===== config.mk =====
export PLATFORM = sky130hd
export DESIGN_NAME = router_req_issuer
export DESIGN_NICKNAME = d
export VERILOG_FILES = /design/src/rtl/router_req_issuer.sv
export SDC_FILE = /design/constraint.sdc
export NUM_CORES = 1
export LEC_CHECK = 0
export ABC_AREA = 0
export CAP_MARGIN = 20
export CORE_ASPECT_RATIO = 1.25
export CORE_MARGIN = 2
export CORE_UTILIZATION = 40
export CTS_CLUSTER_SIZE = 28
export DETAILED_ROUTE_END_ITERATION = 16
export GPL_ROUTABILITY_DRIVEN = 0
export MAX_ROUTING_LAYER = met4
export PLACE_DENSITY = 0.73
export SLEW_MARGIN = 10
export SYNTH_ARGS = -nofsm -noshare
export SYNTH_HDL_FRONTEND = slang
export SYNTH_SLANG_ARGS = --single-unit

===== constraint.sdc =====
create_clock -name clk -period 2.3 [get_ports clk]
set_input_delay 0.575 -clock clk [delete_from_list [all_inputs] [get_ports clk]]
set_output_delay 0.575 -clock clk [all_outputs]
set_load 0.03 [all_outputs]

===== src/rtl/router_req_issuer.sv =====
// Route-request issuer: captures A/B words, issues them as a pair to the decision logic,
// delivers grants A-then-B and backs off or drops on refusal. ROUTER_REQ_TIMEOUT_EN adds a WAIT watchdog.
//   state   | meaning
//   IDLE    | ready for capture from A and/or B
//   ISSUE   | one-cycle req_valid_o strobe
//   WAIT    | holding request words, awaiting decision
//   BACKOFF | idle countdown before re-issue
//   DELIVER | presenting granted words downstream
module router_req_issuer #(
    parameter int W         = 30,
    parameter int MAX_RETRY = 3,
    parameter int BACKOFF   = 4,
    parameter int TIMEOUT   = 16
) (
    input  logic         clk,
    input  logic         rst,
    input  logic         a_valid_i,
    input  logic [W-1:0] a_data_i,
    output logic         a_ready_o,
    input  logic         b_valid_i,
    input  logic [W-1:0] b_data_i,
    output logic         b_ready_o,
    output logic [W-1:0] req_a_o,
    output logic [W-1:0] req_b_o,
    output logic         req_valid_o,
    input  logic         dec_valid_i,
    input  logic [2:0]   dec_i,
    output logic         gnt_valid_o,
    output logic         gnt_port_o,
    output logic [W-1:0] gnt_data_o,
    input  logic         gnt_ready_i,
    output logic         drop_o,
    output logic         busy_o
);
    localparam int RW = ($clog2(MAX_RETRY + 1) < 2) ? 2 : $clog2(MAX_RETRY + 1);
    localparam int BW = ($clog2(BACKOFF) < 1) ? 1 : $clog2(BACKOFF);

    typedef enum logic [2:0] {S_IDLE, S_ISSUE, S_WAIT, S_BACKOFF, S_DELIVER} state_t;

    state_t        state;
    logic          pend_a, pend_b, gnt_b;
    logic [RW-1:0] retry_cnt, retry_nxt;
    logic [BW-1:0] bo_cnt;
    logic          eff_a, eff_b, capture, retry_ev, wd_exp;

`ifdef ROUTER_REQ_TIMEOUT_EN
    localparam int TW = ($clog2(TIMEOUT) < 1) ? 1 : $clog2(TIMEOUT);
    logic [TW-1:0] wd_cnt;
    assign wd_exp = (state == S_WAIT) && (wd_cnt == '0);
`else
    assign wd_exp = 1'b0;
`endif

    // grant bits only count for ports that are actually pending
    assign eff_a     = dec_i[0] & pend_a;
    assign eff_b     = dec_i[1] & pend_b;
    assign capture   = (a_valid_i | b_valid_i) & a_ready_o;
    assign retry_ev  = dec_valid_i | wd_exp;
    assign retry_nxt = retry_cnt + RW'(1);

    always_ff @(posedge clk) begin
        if (rst) begin
            state       <= S_IDLE;
            pend_a      <= 1'b0;
            pend_b      <= 1'b0;
            gnt_b       <= 1'b0;
            retry_cnt   <= '0;
            bo_cnt      <= '0;
            a_ready_o   <= 1'b0;
            b_ready_o   <= 1'b0;
            req_a_o     <= '0;
            req_b_o     <= '0;
            req_valid_o <= 1'b0;
            gnt_valid_o <= 1'b0;
            gnt_port_o  <= 1'b0;
            gnt_data_o  <= '0;
            drop_o      <= 1'b0;
            busy_o      <= 1'b0;
`ifdef ROUTER_REQ_TIMEOUT_EN
            wd_cnt      <= '0;
`endif
        end else begin
            req_valid_o <= 1'b0;
            drop_o      <= 1'b0;
            case (state)
                S_IDLE: begin
                    if (capture) begin
                        pend_a      <= a_valid_i;
                        pend_b      <= b_valid_i;
                        req_a_o     <= a_valid_i ? a_data_i : '0;
                        req_b_o     <= b_valid_i ? b_data_i : '0;
                        retry_cnt   <= '0;
                        a_ready_o   <= 1'b0;
                        b_ready_o   <= 1'b0;
                        busy_o      <= 1'b1;
                        req_valid_o <= 1'b1;
                        state       <= S_ISSUE;
                    end else begin
                        a_ready_o <= 1'b1;
                        b_ready_o <= 1'b1;
                    end
                end
                S_ISSUE: begin
                    state <= S_WAIT;
`ifdef ROUTER_REQ_TIMEOUT_EN
                    wd_cnt <= TW'(TIMEOUT - 1);
`endif
                end
                S_WAIT: begin
                    if (dec_valid_i && (eff_a || eff_b)) begin
                        retry_cnt   <= '0;
                        gnt_b       <= eff_b;
                        gnt_valid_o <= 1'b1;
                        gnt_port_o  <= ~eff_a;
                        gnt_data_o  <= eff_a ? req_a_o : req_b_o;
                        state       <= S_DELIVER;
                    end else if (retry_ev) begin
                        if (retry_nxt == RW'(MAX_RETRY)) begin
                            pend_a    <= 1'b0;
                            pend_b    <= 1'b0;
                            req_a_o   <= '0;
                            req_b_o   <= '0;
                            retry_cnt <= '0;
                            drop_o    <= 1'b1;
                            busy_o    <= 1'b0;
                            a_ready_o <= 1'b1;
                            b_ready_o <= 1'b1;
                            state     <= S_IDLE;
                        end else begin
                            retry_cnt <= retry_nxt;
                            bo_cnt    <= BW'(BACKOFF - 1);
                            state     <= S_BACKOFF;
                        end
                    end
`ifdef ROUTER_REQ_TIMEOUT_EN
                    else begin
                        wd_cnt <= wd_cnt - TW'(1);
                    end
`endif
                end
                S_BACKOFF: begin
                    if (bo_cnt == '0) begin
                        req_valid_o <= 1'b1;
                        state       <= S_ISSUE;
                    end else begin
                        bo_cnt <= bo_cnt - BW'(1);
                    end
                end
                S_DELIVER: begin
                    if (gnt_ready_i) begin
                        if (!gnt_port_o) begin
                            pend_a  <= 1'b0;
                            req_a_o <= '0;
                        end else begin
                            pend_b  <= 1'b0;
                            req_b_o <= '0;
                        end
                        if (!gnt_port_o && gnt_b) begin
                            gnt_port_o <= 1'b1;
                            gnt_data_o <= req_b_o;
                        end else begin
                            gnt_valid_o <= 1'b0;
                            gnt_port_o  <= 1'b0;
                            gnt_data_o  <= '0;
                            gnt_b       <= 1'b0;
                            // an ungranted port still pending gets re-issued on its own
                            if ((pend_a && gnt_port_o) || (pend_b && !gnt_port_o)) begin
                                req_valid_o <= 1'b1;
                                state       <= S_ISSUE;
                            end else begin
                                busy_o    <= 1'b0;
                                a_ready_o <= 1'b1;
                                b_ready_o <= 1'b1;
                                state     <= S_IDLE;
                            end
                        end
                    end
                end
                default: state <= S_IDLE;
            endcase
        end
    end
endmodule


==> impl_summary.md, run 1 <==
Critical path
The largest fanout on the critical path is 6. For this run, the slowest stage of the critical path takes between 0.4 and 0.5 ns. Traced cell by cell, the critical path runs through clkdlybuf4s50_1 -> a22o_1 -> a221o_2 -> a2111oi_4 -> buf_6 -> buf_4 -> mux2i_1.

The worst setup path is launched from an input port. The endpoint required time on the critical path is 2.57 ns. The number of buffer and inverter stages on the critical path is 3. The cell type of the slowest stage on the worst timing path is sky130_fd_sc_hd__a221o_2. On the critical path the largest part of the delay comes from compound AO/OA/AOI/OAI gates. STA classifies the critical path endpoint as a register. The endpoint arrival time on the critical path is 2.46 ns. The worst setup path is of the input port to register kind.

Global route
The first global-routing pass estimated approximately 23000 microns of wire. The via count of the first global-routing pass is around 4400. For this run the aggregate overflow at the end of global routing stands at 0. The number of antenna violations at the first check in global routing was 1. The global routing usage summed across all routing layers is 0.241.

The maximum number of pins on one net before global-route repair is 31.

Logic synthesis
The number of synthesized register bits is about 110. The gate count of the mapped netlist is ~520. The count of flip-flops with a built-in enable after synthesis is 0.

The number of synthesis warnings is 0. The mean post-synth cell area is slightly below 9 sq um. The synthesized netlist occupies a cell area of 0.00457 sq mm. Of the synthesized area, sequential elements account for 0.464. The number of distinct library cells after synthesis is 50. The number of nets handed over by synthesis was 585. For this run, the leading register cell type out of synthesis is sky130_fd_sc_hd__dfxtp_1. In the synthesized netlist the async set-or-reset flop fraction comes to 0.

Place
The number of port buffers is 164. Before CTS, the worst setup slack after placement is -0.504 ns. The number of placed cells counting well taps is 809. In this run the cell area measured after placement is 0.00658 sq mm.

Detailed placement finished with a half-perimeter wire length of ~10000 microns.

Final layout
The final instance area is 0.00693 sq mm. Measured on the finished design, the core utilization comes to 0.622. The area growth from synthesis to layout is 51.5%.

The layout cell share with drive strength beyond 1 is 0.102. The total number of nets in the final design is 758. The final standard cell count with taps included and fillers excluded is 829.

Detailed routing
The detailed-route vias per instance is 5.44. The first detailed-routing pass ran for 6 iterations. The first routing iteration left approximately 190 violations. Across all layers, the routed design uses approximately 4500 vias. After detailed routing, the number of remaining DRC violations is 0.

The count of nets left with antenna violations once routing finished came out at 0. After detailed routing, the total wire length is ~15000 microns. In the final routed layout, each cell accounts on average for 17.8 microns.

Power and ir drop
VDD sags by at most 538 uV. The leakage power figure is 2.59 nW. The power density over the cells is 1160 mW/mm^2.

Clock network
In this run the clock root is driven by a sky130_fd_sc_hd__clkbuf_16. For this design, the sink count on the clock tree is approximately 110. The buffer levels on the longest clock path is 2. The clock edge transition at the registers on the reported setup and hold paths is around 0.07 ns.

The maximum level of the CTS H-tree is 3. The number of clock buffers added by TritonCTS is 9. For the worst-skew pair, the clock arrives at the later sink with an insertion delay of 0.34 ns. TritonCTS built the clock tree.

STA
Static timing analysis puts the maximum clock frequency at 456 MHz. The final worst slack is between 0.1 and 0.15 ns. In the finished design, the share of the clock period the worst path needs comes to 0.954. The final setup violation count is 0. The number of hold-slack violations in the final timing report is 0.

The worst clock skew is 0.00766 ns. The pin slew with the least headroom to its limit is ~0.65 ns. The worst path needs 2.19 ns of the cycle, external delays included.

The relative max-transition margin is 0.568. The worst hold slack is 0.476 ns. The number of pins with negative max-slew slack in the final report was 0.

Setup repair after global routing left no endpoint under its margin.

Floorplan
The site row count is 43. The total area inside the core boundary comes to 0.0111 sq mm. The horizontal die dimension is 99.6 microns. For this configuration, the core starts out at a cell density of 0.411. The die footprint is ~0.012 sq mm. The floorplan die height is 124 microns. The I/O pin count is 166.

Hold path
The worst hold path belongs to the class register to register.

Job
The tool flagged a number of max-cap violations equal to 0.

Status
The run finished with clean final reports.
==> synth_stat cells (3+ instances only) <==
master | instances | area (sq um)
sky130_fd_sc_hd__dfxtp_1 | 106 | 2120
sky130_fd_sc_hd__nand2_1 | 129 | 484
sky130_fd_sc_hd__buf_2 | 6 | 30.0
sky130_fd_sc_hd__a221oi_1 | 31 | 272
sky130_fd_sc_hd__clkbuf_1 | 27 | 101
sky130_fd_sc_hd__nor2_1 | 36 | 135
sky130_fd_sc_hd__mux2i_1 | 62 | 621
sky130_fd_sc_hd__nand2b_1 | 6 | 37.5
sky130_fd_sc_hd__buf_6 | 3 | 33.8
sky130_fd_sc_hd__a21oi_1 | 7 | 35.0
sky130_fd_sc_hd__nor3_1 | 33 | 165
sky130_fd_sc_hd__buf_4 | 4 | 30.0
sky130_fd_sc_hd__inv_1 | 10 | 37.5
sky130_fd_sc_hd__o21ai_0 | 7 | 35.0
sky130_fd_sc_hd__nor2b_1 | 3 | 18.8
==> placed cells by master (no fill, tap or decap), drive strengths merged, types with 2 or more instances in the layout <==
cell	netlist	layout
clkinv	0	2
o221a	2	2
nand2	129	129
a311oi	2	2
nor2	36	36
mux2i	62	62
a211oi	2	2
buf	15	39
a221oi	31	31
nor2b	3	3
a21oi	7	7
nor3	34	34
clkbuf	27	14
a22oi	2	2
a2111oi	2	2
a21boi	1	2
mux2	3	3
inv	10	10
a211o	2	2
nand2b	6	6
nand3	2	2
a22o	2	2
clkdlybuf4s50	0	162
dfxtp	106	106
or2	2	2
o21ai	7	7
==> flip-flops by register name (all words and copies together), names as in the netlist <==
signal and flops:
gnt_b 1, req_valid_o 1, drop_o 1, gnt_port_o 1, pend_a 1, busy_o 1, req_a_o 30, b_ready_o 1
bo_cnt 2, state 3, gnt_data_o 30, pend_b 1, req_b_o 30, gnt_valid_o 1, retry_cnt 2
==> where the power goes <==
group	internal (W)	total (W)	switching, W
Sequential	0.00219	0.00251	0.000316
Combinational	0.00191	0.00412	0.00221
Clock	0.000770	0.00143	0.000664
==> cell type report <==
class	count	area (sq um)
Sequential cell	106	2120
Clock inverter	3	25.0
Inverter	10	37.5
Multi-Input combinational cell	358	2280
Clock buffer	13	250
Tap cell	135	169
Fill cell	945	4210
Timing Repair Buffer	203	2040
Antenna cell	1	2.50
==> metrics by stage <==
step / power, W / TNS [ns]
4_1_cts: 0.00792 / 0
6_report: 0.00806 / 0
3_5_place_dp: 0.00645 / -36.47
3_3_place_gp: 0.00638 / -31.19
2_1_floorplan: 0.00500 / 0
5_1_grt: 0.00839 / 0
==> routing by layer <==
| metal | up-vias | GRT usage | wire, microns |
|---|---|---|---|
| li1 | 2153 | - | - |
| met4 | 0 | 0.108 | 450 |
| met2 | 154 | 0.420 | 7660 |
| met3 | 36 | 0.0288 | 671 |
| met5 | - | - | 0 |
| met1 | 2167 | 0.279 | 5950 |
==> tightest hold or removal path: stages (launching register included) <==
cell and delay (ns):
sky130_fd_sc_hd__dfxtp_1 0.33, sky130_fd_sc_hd__nand2_1 0.05, sky130_fd_sc_hd__mux2i_1 0.05
==> what timing repair did <==
item,4_1_cts,5_1_grt
buffers inserted,1,0
endpoints found under the setup margin,60,53
gates resized for setup,1,5
hold buffers,0,0
hold endpoints to repair,0,0
pin swaps,2,1
cloned,1,1
==> path summary, 6_finish.rpt <==
| kind | endpoint | depth (start not counted) | slack (ns) | from |
|---|---|---|---|---|
| min reg2reg | req_b_o[11]$_SDFFE_PP0P_ | 2 | 0.48 | req_b_o[11]$_SDFFE_PP0P_ |
| min | req_b_o[11]$_SDFFE_PP0P_ | 2 | 0.48 | req_b_o[11]$_SDFFE_PP0P_ |
| max | req_a_o[7]$_SDFFE_PP0P_ | 7 | 0.11 | dec_i[1] |
| max reg2reg | req_a_o[7]$_SDFFE_PP0P_ | 6 | 0.19 | state[2]$_SDFFE_PP0P_ |
==> kinds of logic after synthesis <==
family	count (synthesis)	synth area share
adder cells (fa/ha/maj)	1	0.00274
buffers and inverters	52	0.0525
AO/OA/AOI/OAI	68	0.123
multiplexers	65	0.143
flip-flops	106	0.464
AND/OR/NAND/NOR	222	0.213
XOR/XNOR	1	0.00192
Power figures use the tool's default switching activity.
==> run 2: changes to the inputs <==
--- a/config.mk
+++ b/config.mk
@@ -6,7 +6,6 @@
 export NUM_CORES = 1
 export LEC_CHECK = 0
 export ABC_AREA = 0
-export CAP_MARGIN = 20
 export CORE_ASPECT_RATIO = 1.25
 export CORE_MARGIN = 2
 export CORE_UTILIZATION = 40
@@ -14,7 +13,7 @@
 export DETAILED_ROUTE_END_ITERATION = 16
 export GPL_ROUTABILITY_DRIVEN = 0
 export MAX_ROUTING_LAYER = met4
-export PLACE_DENSITY = 0.73
+export PLACE_DENSITY_LB_ADDON = 0.1
 export SLEW_MARGIN = 10
 export SYNTH_ARGS = -nofsm -noshare
 export SYNTH_HDL_FRONTEND = slang
==> impl_summary.md, run 2 (synthesis results as in run 1) <==
Final layout
The leading cell type in the layout, fill and taps excluded is sky130_fd_sc_hd__clkdlybuf4s50_1. The multi-input logic area is 0.00227 sq mm (-0.33%). The top cell types in the final layout, fill and taps aside, are 162 x sky130_fd_sc_hd__clkdlybuf4s50_1, 129 x sky130_fd_sc_hd__nand2_1, 106 x sky130_fd_sc_hd__dfxtp_1. The flip-flop and latch area is 0.00212 sq mm (unchanged). The final standard cell count with taps included and fillers excluded is 826 (-0.36%). The largest registers in the layout are gnt_data_o x30, req_a_o x30, req_b_o x30. The layout cell share with drive strength beyond 1 is 0.100 (-0.00245).

The count of filler cells inserted in the layout is 982 (+3.9%). The total number of nets in the final design came to 756 (-0.26%). The area growth from synthesis to layout is 52.3%.

Critical path
The largest fanout on the critical path is 11 (+5). The endpoint required time on the critical path is 2.56 ns (about the same). The delay of the slowest cell on the worst path was 0.47 ns (about the same). The endpoint arrival time on the critical path is 2.59 ns (+0.13 ns). The startpoint kind of the worst setup timing path is an input port. The type of element capturing the critical path is a register. The cell type of the slowest stage on the worst timing path is sky130_fd_sc_hd__a221o_2. Traced cell by cell, the critical path runs through clkdlybuf4s50_1 -> nor4bb_1 -> a221o_2 -> nor4_4 -> buf_4 -> buf_6 -> mux2i_1.

The critical path in this run is classified as input port to register.

Power and ir drop
The switching share of power was 0.382 (-0.0140). The leakage power figure is 2.60 nW (+0.39%). The fraction of power consumed by sequential logic is 0.300 (-0.011). The relative contribution of the clock network to total power is 0.210 (+0.032).

The combinational share of power was 0.490 (-0.021). The power dissipated by switching net loads is 0.00318 W (-0.30%). The power density over the cells is 1200 mW/mm^2 (+2.8%). The cell internal power dissipation was 0.00515 W (+5.7%). The maximum vdd ir drop is 466 uV (-13%).

STA
Setup repair after global routing could not meet its margin everywhere. The portion of the clock cycle consumed by the worst path in the final layout is 1.01 (+0.0596). The pin slew with the least headroom to its limit is 0.800 ns (+0.154 ns). The shortest clock period the worst path allows after layout is 2.33 ns (+0.137 ns). The relative max-transition margin came to 0.465 (-0.103). The achievable frequency was 429 MHz (-5.9%). The worst hold slack was 0.474 ns (-0.00240 ns). The final setup violation count is 6 (+6). The number of hold-slack violations in the final timing report came to 0 (unchanged). The worst clock skew is 0.00787 ns (+0.000214 ns). The number of pins with negative max-slew slack in the final report is 0 (unchanged). The final worst slack is -0.0308 ns (-0.137 ns).

Floorplan
The die footprint is 0.0123 sq mm (unchanged). The site row count came to 43 (unchanged). The horizontal die dimension is 99.6 microns (unchanged). The floorplan die height is 124 microns (unchanged). The floorplan core area is 0.0111 sq mm (unchanged). The effective utilization at floorplan is 0.411 (unchanged). The I/O pin count is 166 (unchanged).

Detailed routing
The starting DRC count in detailed routing is 177 (-7.8%). The number of antenna-violating nets in the routed design is 0 (unchanged). The total routed wirelength came to 14700 microns (-0.52%). The detailed-routing iteration count for the pre-antenna-repair pass came to 6 (unchanged).

The routed wirelength normalized by instance count came to 17.7 microns (-0.16%). The detailed-route vias per instance is 5.43 (-0.26%). The DRC violations left is 0 (unchanged). The via count is 4482 (-0.62%).

Global route
The met2 track demand over resource in global routing was 0.424 (+0.00422). The met1 demand-to-capacity share in global routing is 0.291 (+0.0123). The wire length of the first global-routing pass is 22900 microns (+1.3%). The global-route met3 utilization is 0.0367 (+0.00791). The busiest layer in global routing is met2. The via count of the first global-routing pass is 4518 (+2.1%). The global routing usage summed across all routing layers was 0.245 (+0.00415). The number of antenna violations at the first check in global routing is 1 (unchanged).

The total congestion overflow is 0 (unchanged). The maximum number of pins on one net before global-route repair came to 39 (+26%).

Job
The number of max-cap violations is 0 (unchanged).

Clock network
The buffer levels on the longest clock path is 2 (unchanged). The maximum level of the CTS H-tree is 3 (unchanged). Clock tree synthesis selected as its root buffer the cell sky130_fd_sc_hd__clkbuf_16. The clock edge transition at the registers on the reported setup and hold paths is 0.07 ns (about the same).

The CTS tree is yes. The total clock buffers created by CTS is 9 (unchanged). The cts-stage hold buffer count is 0 (unchanged). The insertion delay to the later sink of the worst-skew pair was 0.34 ns (about the same).

The total clock sinks is 106 (unchanged).

Status
The checks that failed: setup timing. The run finished, with violations left.

Place
The post-detailed-placement half-perimeter wirelength is 9780 microns (-4.8%). The number of placed cells counting well taps came to 805 (-0.49%). The post-placement setup slack was -0.485 ns (+0.0197 ns). The number of port buffers is 164 (unchanged).

Hold path
The path class of the tightest hold or removal check is register to register.
run 2: repair_timing:
item	4_1_cts	5_1_grt
setup endpoints to repair	63	18
pin swaps	2	1
gates cloned	1	0
buffers inserted	3	1
gates resized for setup	3	2
run 2: final cells by class:
cell class	count	area share
Multi-Input combinational cell	358	0.326
Clock inverter	4	0.0142
Inverter	10	0.00539
Clock buffer	11	0.0349
Sequential cell	106	0.305
Tap cell	135	0.0243
Timing Repair Buffer	201	0.290
Antenna cell	1	0.000359
run 2: per-layer routing:
layer / vias up / routed length, microns
met1: 2138 / 5890
li1: 2137 / -
met3: 21 / 844
met4: 0 / 335
met5: - / 0
met2: 186 / 7590
run 2: power groups by stage:
stage	combinational [W]	sequential (W)	clock [W]
floorplan	0.00194	0.00306	0
global placement	0.00386	0.00252	0
detailed placement	0.00391	0.00253	0
CTS	0.00405	0.00249	0.00178
global route	0.00431	0.00254	0.00187
finish	0.00408	0.00250	0.00175
run 2: worst paths after layout:
path | start | endpoint | slack, ns | cells after the start
min reg2reg | req_b_o[20]$_SDFFE_PP0P_ | req_b_o[20]$_SDFFE_PP0P_ | 0.47 | 2
max reg2reg | retry_cnt[1]$_SDFFE_PP0P_ | req_b_o[22]$_SDFFE_PP0P_ | 0.10 | 6
max | dec_valid_i | req_b_o[22]$_SDFFE_PP0P_ | -0.03 | 7
min | req_b_o[20]$_SDFFE_PP0P_ | req_b_o[20]$_SDFFE_PP0P_ | 0.47 | 2
run 2: critical path, delay by kind of cell:
family / cells / cell delay [ns]
compound gates: 1 / 0.47
buf+inv: 3 / 0.82
mux: 1 / 0.23
simple gates: 2 / 0.48
run 2: stage by stage:
| stage | util | setup TNS [ns] | instance area, sq um | power [W] |
|---|---|---|---|---|
| floorplan | - | 0 | 4570 | 0.00500 |
| global placement | 0.589 | -32.63 | 6560 | 0.00638 |
| detailed placement | 0.589 | -36.02 | 6560 | 0.00644 |
| CTS | 0.623 | 0 | 6940 | 0.00832 |
| global route | 0.625 | -1.24 | 6960 | 0.00871 |
| finish | 0.625 | -0.0797 | 6960 | 0.00833 |
